**config.mk**
```make
export PLATFORM = sky130hd
export DESIGN_NAME = debug_port_arbiter
export DESIGN_NICKNAME = d
export VERILOG_FILES = /design/src/rtl/debug_defs.sv /design/src/rtl/rr_pick.sv /design/src/rtl/debug_port_arbiter.sv
export SDC_FILE = /design/constraint.sdc
export NUM_CORES = 1
export LEC_CHECK = 0
export BUFFER_PORTS_ARGS = -buffer_cell sky130_fd_sc_hd__buf_2
export CAP_MARGIN = 20
export CORE_MARGIN = 4
export CORE_UTILIZATION = 51
export DETAILED_ROUTE_END_ITERATION = 12
export PLACE_DENSITY = 0.81
export SLEW_MARGIN = 25
export SYNTH_ARGS = -nofsm -noshare
export SYNTH_HDL_FRONTEND = slang
export SYNTH_HIERARCHICAL = 1
export SYNTH_SLANG_ARGS = --single-unit
```
**constraint.sdc**
```tcl
create_clock -name clk -period 4.7 [get_ports clk]
set_input_delay 0.235 -clock clk [delete_from_list [all_inputs] [get_ports clk]]
set_output_delay 0.235 -clock clk [all_outputs]
set_load 0.1 [all_outputs]
```
**src/rtl/debug_defs.sv**
```systemverilog
// Shared definitions for the CPU debug port and its arbiter.
package debug_defs;

  // Debug port register map
  localparam logic [1:0] DBG_ADDR_CMD    = 2'b00;
  localparam logic [1:0] DBG_ADDR_ADDR   = 2'b01;
  localparam logic [1:0] DBG_ADDR_DATA   = 2'b10;
  localparam logic [1:0] DBG_ADDR_RESULT = 2'b11;

  // Arbiter states, one-hot encoded
  typedef enum logic [3:0] {
    StIdle = 4'b0001,
    StBusy = 4'b0010,
    StDone = 4'b0100,
    StHold = 4'b1000
  } arb_state_e;

endpackage

```
**src/rtl/rr_pick.sv**
```systemverilog
// Combinational round-robin select: first requester at or after ptr wins.
module rr_pick #(
  parameter int unsigned N = 2,
  localparam int unsigned PW = (N > 1) ? $clog2(N) : 1
) (
  input  logic [N-1:0]  req,
  input  logic [PW-1:0] ptr,
  output logic [N-1:0]  grant
);

  // Scan the requesters starting at the pointer, wrapping at N
  always_comb begin : pick_loop
    logic          found;
    logic [PW-1:0] idx;
    grant = '0;
    found = 1'b0;
    idx   = '0;
    for (int unsigned k = 0; k < N; k++) begin
      idx = PW'((32'(ptr) + k) % N);
      if (!found && req[idx]) begin
        grant[idx] = 1'b1;
        found      = 1'b1;
      end
    end
  end

endmodule

```
**src/rtl/debug_port_arbiter.sv**
```systemverilog
// Round-robin arbiter sharing the CPU debug port between several requesters,
// with an optional per-owner lock that is dropped after an idle timeout.
module debug_port_arbiter
  import debug_defs::*;
#(
  parameter int unsigned NUM_MASTERS  = 2,
  parameter int unsigned LOCK_TIMEOUT = 1024
) (
  input  logic                      clk,
  input  logic                      rst,
  input  logic [NUM_MASTERS-1:0]    m_req,
  input  logic [NUM_MASTERS-1:0]    m_lock,
  input  logic [NUM_MASTERS-1:0]    m_wr_en,
  input  logic [2*NUM_MASTERS-1:0]  m_addr,
  input  logic [32*NUM_MASTERS-1:0] m_wdata,
  output logic [NUM_MASTERS-1:0]    m_ack,
  output logic [31:0]               m_rdata,
  output logic [NUM_MASTERS-1:0]    m_grant,
  output logic                      lock_expired,
  output logic [1:0]                dbg_addr,
  output logic [31:0]               dbg_wdata,
  output logic                      dbg_wr_en,
  output logic                      dbg_req,
  input  logic                      dbg_ack,
  input  logic [31:0]               dbg_rdata
);

  localparam int unsigned PW = (NUM_MASTERS > 1) ? $clog2(NUM_MASTERS) : 1;
  localparam int unsigned CW = (LOCK_TIMEOUT > 1) ? $clog2(LOCK_TIMEOUT) : 1;
  localparam logic [CW-1:0] CntMax = CW'(LOCK_TIMEOUT - 1);

  arb_state_e             state_q;
  logic [NUM_MASTERS-1:0] grant_q;
  logic [NUM_MASTERS-1:0] ack_q;
  logic [PW-1:0]          ptr_q;
  logic [PW-1:0]          owner_q;
  logic [1:0]             addr_q;
  logic [31:0]            wdata_q;
  logic [31:0]            rdata_q;
  logic                   wr_q;
  logic                   expired_q;
  logic                   hold_ack_q;
  logic [CW-1:0]          cnt_q;

  logic [NUM_MASTERS-1:0] pick;
  logic [PW-1:0]          pick_idx;
  logic [PW-1:0]          src;
  logic [PW-1:0]          ptr_adv;
  logic [1:0]             sel_addr;
  logic [31:0]            sel_wdata;
  logic                   sel_wr;

  rr_pick #(
    .N (NUM_MASTERS)
  ) u_rr_pick (
    .req   (m_req),
    .ptr   (ptr_q),
    .grant (pick)
  );

  // Encode the one-hot winner into an index
  always_comb begin
    pick_idx = '0;
    for (int i = 0; i < NUM_MASTERS; i++) begin
      if (pick[i]) pick_idx = PW'(i);
    end
  end

  // Select the transaction fields of the winner (IDLE) or of the lock owner (HOLD)
  always_comb begin
    src       = (state_q == StIdle) ? pick_idx : owner_q;
    sel_addr  = '0;
    sel_wdata = '0;
    sel_wr    = 1'b0;
    for (int i = 0; i < NUM_MASTERS; i++) begin
      if (PW'(i) == src) begin
        sel_addr  = m_addr[2*i +: 2];
        sel_wdata = m_wdata[32*i +: 32];
        sel_wr    = m_wr_en[i];
      end
    end
  end

  // Pointer position just past the current owner, wrapping at NUM_MASTERS
  always_comb begin
    ptr_adv = (owner_q == PW'(NUM_MASTERS - 1)) ? '0 : owner_q + PW'(1);
  end

  // Arbitration FSM; all master-facing outputs are registered here
  always_ff @(posedge clk or posedge rst) begin
    if (rst) begin
      state_q    <= StIdle;
      grant_q    <= '0;
      ack_q      <= '0;
      ptr_q      <= '0;
      owner_q    <= '0;
      addr_q     <= '0;
      wdata_q    <= '0;
      rdata_q    <= '0;
      wr_q       <= 1'b0;
      expired_q  <= 1'b0;
      hold_ack_q <= 1'b0;
      cnt_q      <= '0;
    end else begin
      ack_q     <= '0;
      expired_q <= 1'b0;
      unique case (state_q)
        StIdle: begin
          if (|m_req) begin
            owner_q <= pick_idx;
            grant_q <= pick;
            addr_q  <= sel_addr;
            wdata_q <= sel_wdata;
            wr_q    <= sel_wr;
            cnt_q   <= '0;
            state_q <= StBusy;
          end
        end
        StBusy: begin
          if (dbg_ack) begin
            rdata_q    <= dbg_rdata;
            ack_q      <= grant_q;
            hold_ack_q <= m_lock[owner_q];
            state_q    <= m_lock[owner_q] ? StHold : StDone;
          end
        end
        StDone: begin
          grant_q <= '0;
          ptr_q   <= ptr_adv;
          state_q <= StIdle;
        end
        StHold: begin
          hold_ack_q <= 1'b0;
          // The ack cycle is skipped for decisions: the owner's m_req is still
          // the one just answered.
          if (!hold_ack_q && m_req[owner_q]) begin
            addr_q  <= sel_addr;
            wdata_q <= sel_wdata;
            wr_q    <= sel_wr;
            cnt_q   <= '0;
            state_q <= StBusy;
          end else if (!hold_ack_q && !m_lock[owner_q]) begin
            grant_q <= '0;
            ptr_q   <= ptr_adv;
            state_q <= StIdle;
          end else if (cnt_q == CntMax) begin
            grant_q   <= '0;
            ptr_q     <= ptr_adv;
            expired_q <= 1'b1;
            state_q   <= StIdle;
          end else begin
            cnt_q <= cnt_q + CW'(1);
          end
        end
        default: state_q <= StIdle;
      endcase
    end
  end

  // dbg_req falls in the ack cycle itself so the port never sees a second request
  assign dbg_req      = (state_q == StBusy) && !dbg_ack;
  assign dbg_addr     = addr_q;
  assign dbg_wdata    = wdata_q;
  assign dbg_wr_en    = wr_q;
  assign m_grant      = grant_q;
  assign m_ack        = ack_q;
  assign m_rdata      = rdata_q;
  assign lock_expired = expired_q;

  a_grant_onehot: assert property (@(posedge clk) disable iff (rst) $onehot0(m_grant));
  a_ack_owner:    assert property (@(posedge clk) disable iff (rst) (m_ack & ~m_grant) == '0);
  a_req_busy:     assert property (@(posedge clk) disable iff (rst) dbg_req |-> state_q == StBusy);

endmodule
```
## Word level (Yosys, flattened, before mapping)

Index checks and enable logic that the tools add are counted.

| word-level totals | value |
|---|---|
| register bits | 89 |
| word-level logic and storage cells | 116 |
| input bits | 109 |

| operators by class | value |
|---|---|
| mux-type cells | 59 |
| reductions and logical operators | 23 |
| order comparisons | 5 |
| equal/unequal tests | 13 |
| bitwise logic cells | 1 |
| add/sub/neg operators | 3 |

Operator list:

| operator | count |
|---|---|
| $mux 32 | 3 |
| $pmux 32 s2 | 1 |
| $mux 10 | 4 |
| $mux 1 | 25 |
| $mux 4 | 6 |
| $mux 2 | 11 |
| $pmux 10 s2 | 1 |
| $pmux 4 s3 | 1 |
| $add 10x1->10 const B | 1 |
| $eq 10x10->1 const B | 1 |
| $ne 3x3->1 const B | 3 |
| $reduce_and 3->1 | 3 |
| $reduce_and 4->1 | 2 |
| $logic_and 1x1->1 | 6 |
| $lt 1x2->1 const B | 3 |
| $ne 2x2->1 const B | 3 |
| $pmux 1 s2 | 3 |
| $pmux 2 s3 | 1 |
| $reduce_and 2->1 | 3 |
| $reduce_bool 2->1 | 3 |
| $eq 4x1->1 const B | 1 |
| $eq 4x2->1 const B | 1 |
| $eq 4x3->1 const B | 1 |
| $eq 4x4->1 const B | 1 |
| other kinds (10) | 16 |

## Longest topological paths before layout

Gate-level depths: netlist (run 1).

| depth | value |
|---|---|
| depth after elaboration | 12 |
| gate-level depth with buffers | 8 |
| gate-level depth less buffers | 5 |

## Modules after synthesis

The synthesis (run 1) kept the hierarchy.

By module, submodules not included:

| module | times used | cells an instance | area each (µm²) |
|---|---|---|---|
| debug_port_arbiter | 1 | 359 | 4175.3 |
| rr_pick | 1 | 3 | 18.8 |

## Worst setup path before layout (run 1)

OpenSTA, ideal clock, no wires.

| timing path | value |
|---|---|
| path type | register to register |
| start point | reg state_q[3] |
| end point | reg state_q[1] |
| required time | 4.627 ns |
| path buffers | 1 |
| clock period less this slack | 2.624 ns |
| cell stages (with the launch flop) | 5 |
| arrival | 2.551 ns |
| setup slack | 2.076 ns |
| cell sequence | dfrtp_1 > buf_2 > nor4b_1 > nor2b_1 > or2_1 |

| on the way | value |
|---|---|
| word-level cells in the longest chain between the ends | 3 |
| elaborated cells between the ends (all ways) | 8 |
| classes of those cells | eq/ne: 6; mux: 1; reduce/logical: 1 |

Ends and longest elaborated chain:

| what | line | text |
|---|---|---|
| start, declared | debug_port_arbiter.sv:32 | `arb_state_e state_q;` |
| start signal, assigned | debug_port_arbiter.sv:92 | `state_q <= StIdle;` |
| start signal, assigned | debug_port_arbiter.sv:116 | `state_q <= StBusy;` |
| start signal, assigned | debug_port_arbiter.sv:124 | `state_q <= m_lock[owner_q] ? StHold : StDone;` |
| $eq 4x4->1, or another cell as far along | debug_port_arbiter.sv:107 | `unique case (state_q)` |
| $ne 4x4->1 (no line), or another cell as far along | n/a |  |
| $reduce_and 3->1 (no line) | n/a |  |

Several ways; a longest one is shown, not always the timed one.
A chain may end at the register's enable or synchronous reset.

## Worst setup path after layout (run 1)

| timing path | value |
|---|---|
| start point | reg state_q[0] |
| end point | reg wdata_q[11], in the netlist dbg_wdata[11] |

| on the way | value |
|---|---|
| word-level cells in the longest chain between the ends | 5 |
| elaborated cells between the ends (all ways) | 11 |
| classes of those cells | eq/ne: 4; mux: 5; reduce/logical: 2 |

Ends and longest elaborated chain:

| what | line | text |
|---|---|---|
| $eq 4x1->1 | debug_port_arbiter.sv:71, debug_port_arbiter.sv:107 |  |
| $mux 1 | debug_port_arbiter.sv:71 | `src = (state_q == StIdle) ? pick_idx : owner_q;` |
| $mux 32 | debug_port_arbiter.sv:76 | `if (PW'(i) == src) begin` |
| $mux 32, on equally long branches | debug_port_arbiter.sv:136, debug_port_arbiter.sv:109 |  |
| $pmux 32 s2 | debug_port_arbiter.sv:107 |  |
| end signal, assigned | debug_port_arbiter.sv:113 | `wdata_q <= sel_wdata;` |
| end signal, assigned | debug_port_arbiter.sv:138 | `wdata_q <= sel_wdata;` |
| end, declared | debug_port_arbiter.sv:38 | `logic [31:0] wdata_q;` |

Several ways; a longest one is shown, not always the timed one. The select of a mux whose other input is x is not followed.

==> impl_metrics.py, run 1 <==
metrics = {
    "status": {
        "outcome": "finished, final reports clean",
    },
    "critical_path": {
        "path_class": "flip-flop to flip-flop",
        "critPathMaxFanout": 35,
        "cp-start-kind": "flip-flop",
        "cp-end-kind": "flip-flop",
        "cp-startpoint": "state_q[0]",
        "reg2reg_from": "state_q[0]",
        "required_ns": 4.92,
        "cp_data_arrival_time_ns": 2.70,
    },
    "placement": {
        "place_congestion": 0.920,
        "portBuffers": 181,
        "hpwl_mm": 7.61,
        "place_area_sq_mm": 0.00513,
    },
    "cts": {
        "cts_tree": "done",
        "cts_resized": 0,
        "clk_path_buf_depth": 2,
        "clkTransAtPathRegs_ns": 0.09,
        "cts_htree_levels": 3,
        "cts-root-buf": "clkbuf_8",
        "clk_latency_ns": 0.35,
        "cts_sinks": 89,
        "cts_buffers": 9,
    },
    "cells_and_area": {
        "fin_util": 0.683,
        "area_growth_pct": 27.9,
        "fin_nets": 643,
        "design_area_sq_mm": 0.00536,
        "drive_gt1_frac": 0.461,
        "diodes": 0,
        "fillers": 638,
    },
    "logic_synthesis": {
        "ys_seq_elements": 89,
        "ys_top_cells_by_area": "dfrtp_1 (53%), mux2_2 (9.4%), a21oi_1 (9.1%), mux2i_1 (8.8%), buf_6 (1.6%)",
        "synthDistinctLibCells": 50,
        "avgSynthCellArea_sq_um": 11.6,
        "yosysMostFrequentCell": "dfrtp_1",
        "synth_top_area_frac": 0.525,
        "ys_seq_area_frac": 0.531,
        "async_reset_ff_frac": 1.00,
        "synth-main-ff-cell": "dfrtp_1",
        "synth_commonest_cells": "dfrtp_1 (88), a21oi_1 (76), mux2i_1 (37)",
        "synthCells": 362,
        "synth_nets": 472,
        "synth_top_cell_by_area": "dfrtp_1",
        "yosys_warnings": 6,
        "synth_area_sq_mm": 0.00419,
        "synth_edf_count": 0,
    },
    "detailed_routing": {
        "first_pass_iters": 4,
        "route.detailed.drc": 0,
        "vias": 3584,
        "ant_nets": 0,
        "wl_mm": 10.5,
        "detail_route.wl_per_cell_microns": 16.4,
        "drtIter0Drc": 153,
        "viasPerCell": 5.60,
    },
    "grt": {
        "grt_overflow": 0,
        "grt_pass1_vias": 3663,
        "gr-usage-all-layers": 0.217,
        "antenna_found_initial": 0,
        "grt_max_degree": 56,
        "grt_pass1_wl_mm": 17.3,
    },
    "sta": {
        "rsz0062_at_grt": "false",
        "fin_crit_ns": 2.48,
        "finalMaxSlewViolations": 0,
        "hold_viol_final": 0,
        "period_share": 0.527,
        "max_clock_freq_mhz": 404,
        "finalSetupViolations": 0,
        "finClkSkew_ns": 0.0131,
        "slew_headroom": 0.492,
        "setup-tns-final_ns": 0,
        "worst_pin_slew_ns": 0.755,
    },
    "die": {
        "die_w_microns": 98.7,
        "die_area_sq_mm": 0.00974,
        "ios": 182,
        "fp.dieH_microns": 98.7,
        "start_util": 0.534,
        "core.rowCount": 32,
        "core_sq_mm": 0.00785,
    },
    "job": {
        "cap_violations": 0,
    },
    "min_path": {
        "hold_path_startpoint": "dbg_rdata[24]",
        "hp-class": "primary input to flip-flop",
    },
}
==> stage by stage <==
step           hold slack, ns  setup slack (ns)  cells
3_3_place_gp            0.303              2.27    623
6_report                0.105              2.22    640
2_1_floorplan           0.386              2.08    362
5_1_grt                0.0963              2.09    640
4_1_cts                0.0914              2.21    640
3_5_place_dp            0.313              2.20    623
==> metal layers <==
layer,track usage,vias up,part of all wire
li1,-,1689,-
met1,0.268,1759,0.39
met2,0.367,110,0.53
met3,0.0432,26,0.052
met4,0.101,0,0.029
met5,0,-,0
==> repair_timing <==
item | in CTS | in global routing
setup endpoints to repair | 0 | 0
hold buffers | 1 | 0
buffers inserted | 0 | 0
endpoints found under the hold margin | 34 | 0
==> sequential cells by signal, indices dropped and copies added (netlist names) <==
name and count:
dbg_wr_en 1, dbg_addr 2, hold_ack_q 1, state_q 4, ptr_q 1, owner_q 1
m_grant 2, cnt_q 10, m_rdata 32, m_ack 2, lock_expired 1, dbg_wdata 32
==> layout by cell type (no fill, tap or decap), types with 6 or more instances in the layout <==
master,Yosys,final
buf_2,10,181
o21ai_0,6,6
buf_4,1,6
mux2_2,35,35
clkbuf_8,0,10
mux2i_1,37,36
a21oi_1,76,75
dfrtp_1,88,88
nand3_1,6,6
nand2_1,6,6
a31oi_1,9,9
==> cells by family after synthesis <==
group	after synthesis	share of synthesized area
AO/OA/AOI/OAI	124	0.178
flip-flops	89	0.531
multiplexers	72	0.182
AND/OR/NAND/NOR	41	0.0582
buffers and inverters	34	0.0450
XOR/XNOR	1	0.00209
adder cells (fa/ha/maj)	1	0.00298
==> worst max-delay path: stages (launching register included) <==
cell and delay, ns:
dfstp_2 0.62, nor4b_1 0.52, mux2i_4 0.31, buf_4 0.50, mux2i_1 0.27, a21oi_1 0.09
==> cell type report <==
cell class | count | area (sq um) | share of cell area
flip-flops and latches | 89 | 2230 | 0.416
multi-input cells | 239 | 1800 | 0.336
repair buffers | 188 | 961 | 0.179
clock buffers | 12 | 145 | 0.0271
well taps | 102 | 128 | 0.0238
clock inverters | 4 | 76.3 | 0.0142
inverters | 6 | 23.8 | 0.00443
==> final timing paths <==
| path | to | slack [ns] | cells after the start |
|---|---|---|---|
| max in group asynchronous | m_grant[1] | 3.12 | 4 |
| max | dbg_wdata[11] | 2.22 | 5 |
| max reg2reg | dbg_wdata[11] | 2.22 | 5 |
| min | m_rdata[24] | 0.10 | 2 |
| min in group asynchronous | m_rdata[18] | 0.48 | 3 |
| min reg2reg | cnt_q[4] | 0.49 | 1 |
Power of run 1 is left out: the tool's default activity adds up to more than one toggle a clock period on the data nets, which glitch-free logic cannot reach.
==> run 2, diff against run 1 <==
--- a/config.mk
+++ b/config.mk
@@ -8,9 +8,9 @@
 export BUFFER_PORTS_ARGS = -buffer_cell sky130_fd_sc_hd__buf_2
 export CAP_MARGIN = 20
 export CORE_MARGIN = 4
-export CORE_UTILIZATION = 51
+export CORE_UTILIZATION = 48
 export DETAILED_ROUTE_END_ITERATION = 12
-export PLACE_DENSITY = 0.81
+export PLACE_DENSITY = 0.77
 export SLEW_MARGIN = 25
 export SYNTH_ARGS = -nofsm -noshare
 export SYNTH_HDL_FRONTEND = slang
==> constraint.sdc (replaced) <==
create_clock -name clk -period 2.4 [get_ports clk]
set_input_delay 0.12 -clock clk [delete_from_list [all_inputs] [get_ports clk]]
set_output_delay 0.12 -clock clk [all_outputs]
set_load 0.1 [all_outputs]
==> impl_metrics.py, run 2 (synthesis gave the netlist of run 1 again) <==
metrics = {
    "grt": {
        "antenna_found_initial": 0,
        "grt_pass1_wl_mm": 18.7,
        "gr-usage-all-layers": 0.231,
        "grt_pass1_vias": 3871,
        "grt_overflow": 0,
        "grt_max_degree": 37,
    },
    "cells_and_area": {
        "stdcell_count": 678,
        "fillers": 609,
        "fin_nets": 679,
        "area_growth_pct": 37.1,
        "drive_gt1_frac": 0.447,
        "diodes": 0,
        "final_common_cell": "buf_2",
        "final_cell_mix": "buf_2 (181), dfrtp_1 (88), a21oi_1 (76)",
    },
    "sta": {
        "slew_headroom": 0.469,
        "fin_crit_ns": 2.24,
        "finalSetupViolations": 0,
        "finalMaxSlewViolations": 0,
        "finClkSkew_ns": 0.0169,
        "hold_viol_final": 0,
        "worst_pin_slew_ns": 0.790,
        "max_clock_freq_mhz": 447,
        "rsz0062_at_grt": "false",
        "setup-tns-final_ns": 0,
        "period_share": 0.932,
    },
    "critical_path": {
        "required_ns": 2.28,
        "cp-endpoint": "dbg_req",
        "path_class": "flip-flop to output pin",
        "cp_data_arrival_time_ns": 2.12,
        "cp-end-kind": "output pin",
        "reg2reg_depth": 4,
        "reg2reg_to": "cnt_q[4]",
        "reg2reg_from": "owner_q",
        "cp-startpoint": "state_q[3]",
        "critPathMaxFanout": 10,
        "rrSetupSlack_ns": 0.30,
        "cp-start-kind": "flip-flop",
    },
    "cts": {
        "cts_htree_levels": 3,
        "clkTransAtPathRegs_ns": 0.09,
        "clk_latency_ns": 0.36,
        "cts-root-buf": "clkbuf_8",
        "cts_tree": "done",
        "cts_sinks": 89,
        "post_cts_buffers": 0,
        "cts_buffers": 9,
        "clk_path_buf_depth": 2,
        "hold_buffers": 27,
        "cts_resized": 0,
    },
    "placement": {
        "hpwl_mm": 8.35,
        "dp.cells": 633,
        "place_congestion": 0.819,
        "portBuffers": 181,
    },
    "detailed_routing": {
        "route.detailed.drc": 0,
        "ant_nets": 0,
        "drtIter0Drc": 193,
        "detail_route.wl_per_cell_microns": 17.3,
        "first_pass_iters": 4,
        "viasPerCell": 5.55,
        "vias": 3760,
        "wl_mm": 11.8,
    },
    "status": {
        "outcome": "finished, final reports clean",
    },
    "min_path": {
        "hp-class": "primary input to flip-flop",
    },
    "die": {
        "start_util": 0.503,
        "ios": 182,
        "core_sq_mm": 0.00834,
        "die_area_sq_mm": 0.0103,
        "die_w_microns": 101,
        "core.rowCount": 33,
        "fp.dieH_microns": 101,
    },
    "job": {
        "cap_violations": 0,
    },
}
-- run 2: changes by cell type in the layout (fill, tap and decap cells not counted), sizes merged --
cell | before | now
buf | 187 | 194
clkbuf | 12 | 10
inv | 5 | 7
clkinv | 2 | 1
dlygate4sd3 | 1 | 30
-- run 2: worst max-delay path, cell delays in order, from the launching register on --
cell and delay, ns:
dfrtp_1 0.50, nor4b_1 0.54, nor2b_2 0.27, buf_2 0.45
-- run 2: cell type report --
type	instances	area [sq um]	share of cell area
flip-flops and latches	89	2230	0.388
well taps	105	131	0.0228
clock inverters	5	86.3	0.0150
inverters	6	26.3	0.00457
repair buffers	224	1340	0.233
multi-input cells	239	1800	0.313
clock buffers	10	138	0.0239
-- run 2: layer usage --
layer	GRT usage	up-vias	part of all wire
li1	-	1760	-
met5	0	-	0
met1	0.277	1839	0.38
met3	0.0399	20	0.054
met2	0.416	141	0.54
met4	0.0828	0	0.019
-- run 2: how the worst min path moves through the flow --
stage,start,to,slack (ns),depth (start not counted)
floorplan,dbg_rdata[15],m_rdata[15],0.27,1
CTS,dbg_rdata[6],m_rdata[6],0.0003,2
global route,dbg_rdata[13],m_rdata[13],0.007,2
finish,dbg_rdata[17],m_rdata[17],0.02,2
global placement,rst,dbg_addr[0],0.25,2
detailed placement,rst,cnt_q[3],0.25,2
-- run 2: stage by stage --
stage / area [sq um] / hold slack [ns] / setup WS (ns) / util
floorplan: 4200 / 0.271 / 0.312 / -
global placement: 5230 / 0.247 / 0.438 / 0.627
detailed placement: 5230 / 0.251 / 0.398 / 0.627
CTS: 5720 / 0.000333 / 0.190 / 0.686
global route: 5750 / 0.00655 / 0.0314 / 0.689
finish: 5750 / 0.0191 / 0.163 / 0.689
Power of run 2 is left out for the same reason.
==> run 3, diff against run 2 <==
--- a/config.mk
+++ b/config.mk
@@ -7,11 +7,12 @@
 export LEC_CHECK = 0
 export BUFFER_PORTS_ARGS = -buffer_cell sky130_fd_sc_hd__buf_2
 export CAP_MARGIN = 20
+export CELL_PAD_IN_SITES_DETAIL_PLACEMENT = 1
+export CELL_PAD_IN_SITES_GLOBAL_PLACEMENT = 2
 export CORE_MARGIN = 4
-export CORE_UTILIZATION = 48
+export CORE_UTILIZATION = 29
 export DETAILED_ROUTE_END_ITERATION = 12
-export PLACE_DENSITY = 0.77
-export SLEW_MARGIN = 25
+export PLACE_DENSITY = 0.76
 export SYNTH_ARGS = -nofsm -noshare
 export SYNTH_HDL_FRONTEND = slang
 export SYNTH_HIERARCHICAL = 1
==> impl_metrics.py, run 3 (synthesis gave the netlist of run 1 again) <==
metrics = {
    "cts": {
        "clk_latency_ns": 0.35,
        "cts_sinks": 89,
        "cts_buffers": 9,
        "clkTransAtPathRegs_ns": 0.07,
        "post_cts_buffers": 0,
        "cts_htree_levels": 3,
        "cts_tree": "done",
        "clk_path_buf_depth": 2,
        "cts-root-buf": "clkbuf_16",
    },
    "sta": {
        "hold_ws_ns": 0.00737,
        "finalSetupViolations": 0,
        "slew_headroom": 0.463,
        "worst_pin_slew_ns": 0.799,
        "fin_ws_ns": 0.217,
        "finClkSkew_ns": 0.00924,
        "max_clock_freq_mhz": 458,
        "finalMaxSlewViolations": 0,
        "setup-tns-final_ns": 0,
        "fin_crit_ns": 2.18,
        "hold_viol_final": 0,
        "rsz0062_at_grt": "false",
        "period_share": 0.910,
    },
    "cells_and_area": {
        "final_common_cell": "buf_2",
        "drive_gt1_frac": 0.459,
        "fin_nets": 661,
        "design_area_sq_mm": 0.00577,
        "area_growth_pct": 37.5,
        "fillers": 1575,
        "final_cell_mix": "buf_2 (181), dfrtp_1 (88), a21oi_1 (76)",
    },
    "die": {
        "ios": 182,
        "die_area_sq_mm": 0.0165,
        "start_util": 0.299,
        "core_sq_mm": 0.0140,
        "fp.dieH_microns": 128,
        "core.rowCount": 43,
        "die_w_microns": 128,
    },
    "critical_path": {
        "reg2reg_to": "cnt_q[6]",
        "cp_data_arrival_time_ns": 2.06,
        "cp-end-kind": "output pin",
        "rrSetupSlack_ns": 0.28,
        "cp-start-kind": "flip-flop",
        "cp-startpoint": "state_q[3]",
        "reg2reg_from": "owner_q",
        "required_ns": 2.28,
        "critPathMaxFanout": 10,
        "reg2reg_depth": 4,
        "path_class": "flip-flop to output pin",
        "cp-endpoint": "dbg_req",
    },
    "min_path": {
        "hp-class": "primary input to flip-flop",
        "min_path_cells": 2,
    },
    "grt": {
        "gr-usage-all-layers": 0.163,
        "antenna_found_initial": 2,
        "grt_pass1_wl_mm": 21.3,
        "grt_overflow": 0,
        "grt_pass1_vias": 4080,
        "grt_max_degree": 47,
    },
    "job": {
        "cap_violations": 0,
    },
    "detailed_routing": {
        "detail_route.wl_per_cell_microns": 17.8,
        "first_pass_iters": 4,
        "route.detailed.drc": 0,
        "ant_nets": 0,
        "wl_mm": 13.1,
        "drtIter0Drc": 191,
        "viasPerCell": 4.97,
        "vias": 3671,
    },
    "status": {
        "outcome": "finished, final reports clean",
    },
    "placement": {
        "hpwl_mm": 9.76,
        "place_area_sq_mm": 0.00532,
        "post-place-ws_ns": 0.318,
        "place_congestion": 0.781,
        "portBuffers": 181,
    },
}
==> run 3: per-stage QoR <==
stage                     instances   util
after floorplan                 362      -
after global placement          706  0.379
after detailed placement        706  0.379
after CTS                       735  0.410
after global routing            738  0.411
final                           738  0.411
==> run 3: repair_timing <==
item                      CTS  global route
hold endpoints to repair   37             1
resized for setup           0             0
hold buffers               13             1
==> run 3: routing by layer <==
metal / wire length [microns] / share of wire / up-vias / GRT usage
met1: 5490 / 0.42 / 1832 / 0.206
li1: - / - / 1723 / -
met2: 6740 / 0.51 / 90 / 0.271
met3: 521 / 0.040 / 26 / 0.0296
met5: 0 / 0 / - / 0
met4: 378 / 0.029 / 0 / 0.0743
==> run 3: area by class of cell <==
cell class	instances	area, sq um	area share
Tap cell	180	225	0.0391
Clock buffer	9	225	0.0391
Inverter	6	26.3	0.00456
Sequential cell	89	2230	0.387
Timing Repair Buffer	206	1180	0.204
Antenna cell	2	5.00	0.000868
Multi-Input combinational cell	239	1800	0.312
Clock inverter	7	77.6	0.0135
==> run 3: worst min path at each step <==
stage                        startpoint          end  slack, ns
final                     dbg_rdata[17]  m_rdata[17]      0.007
after global routing       dbg_rdata[8]   m_rdata[8]      0.003
after CTS                 dbg_rdata[20]  m_rdata[20]     0.0001
after detailed placement            rst   m_rdata[7]       0.23
after global placement              rst   m_rdata[7]       0.22
after floorplan           dbg_rdata[15]  m_rdata[15]       0.27
==> run 3: worst max-delay path, cell delays in order, from the launching register on <==
cell and delay (ns):
dfrtp_1 0.49, nor4b_1 0.52, nor2b_2 0.26, buf_2 0.45
Power of run 3 is left out for the same reason.
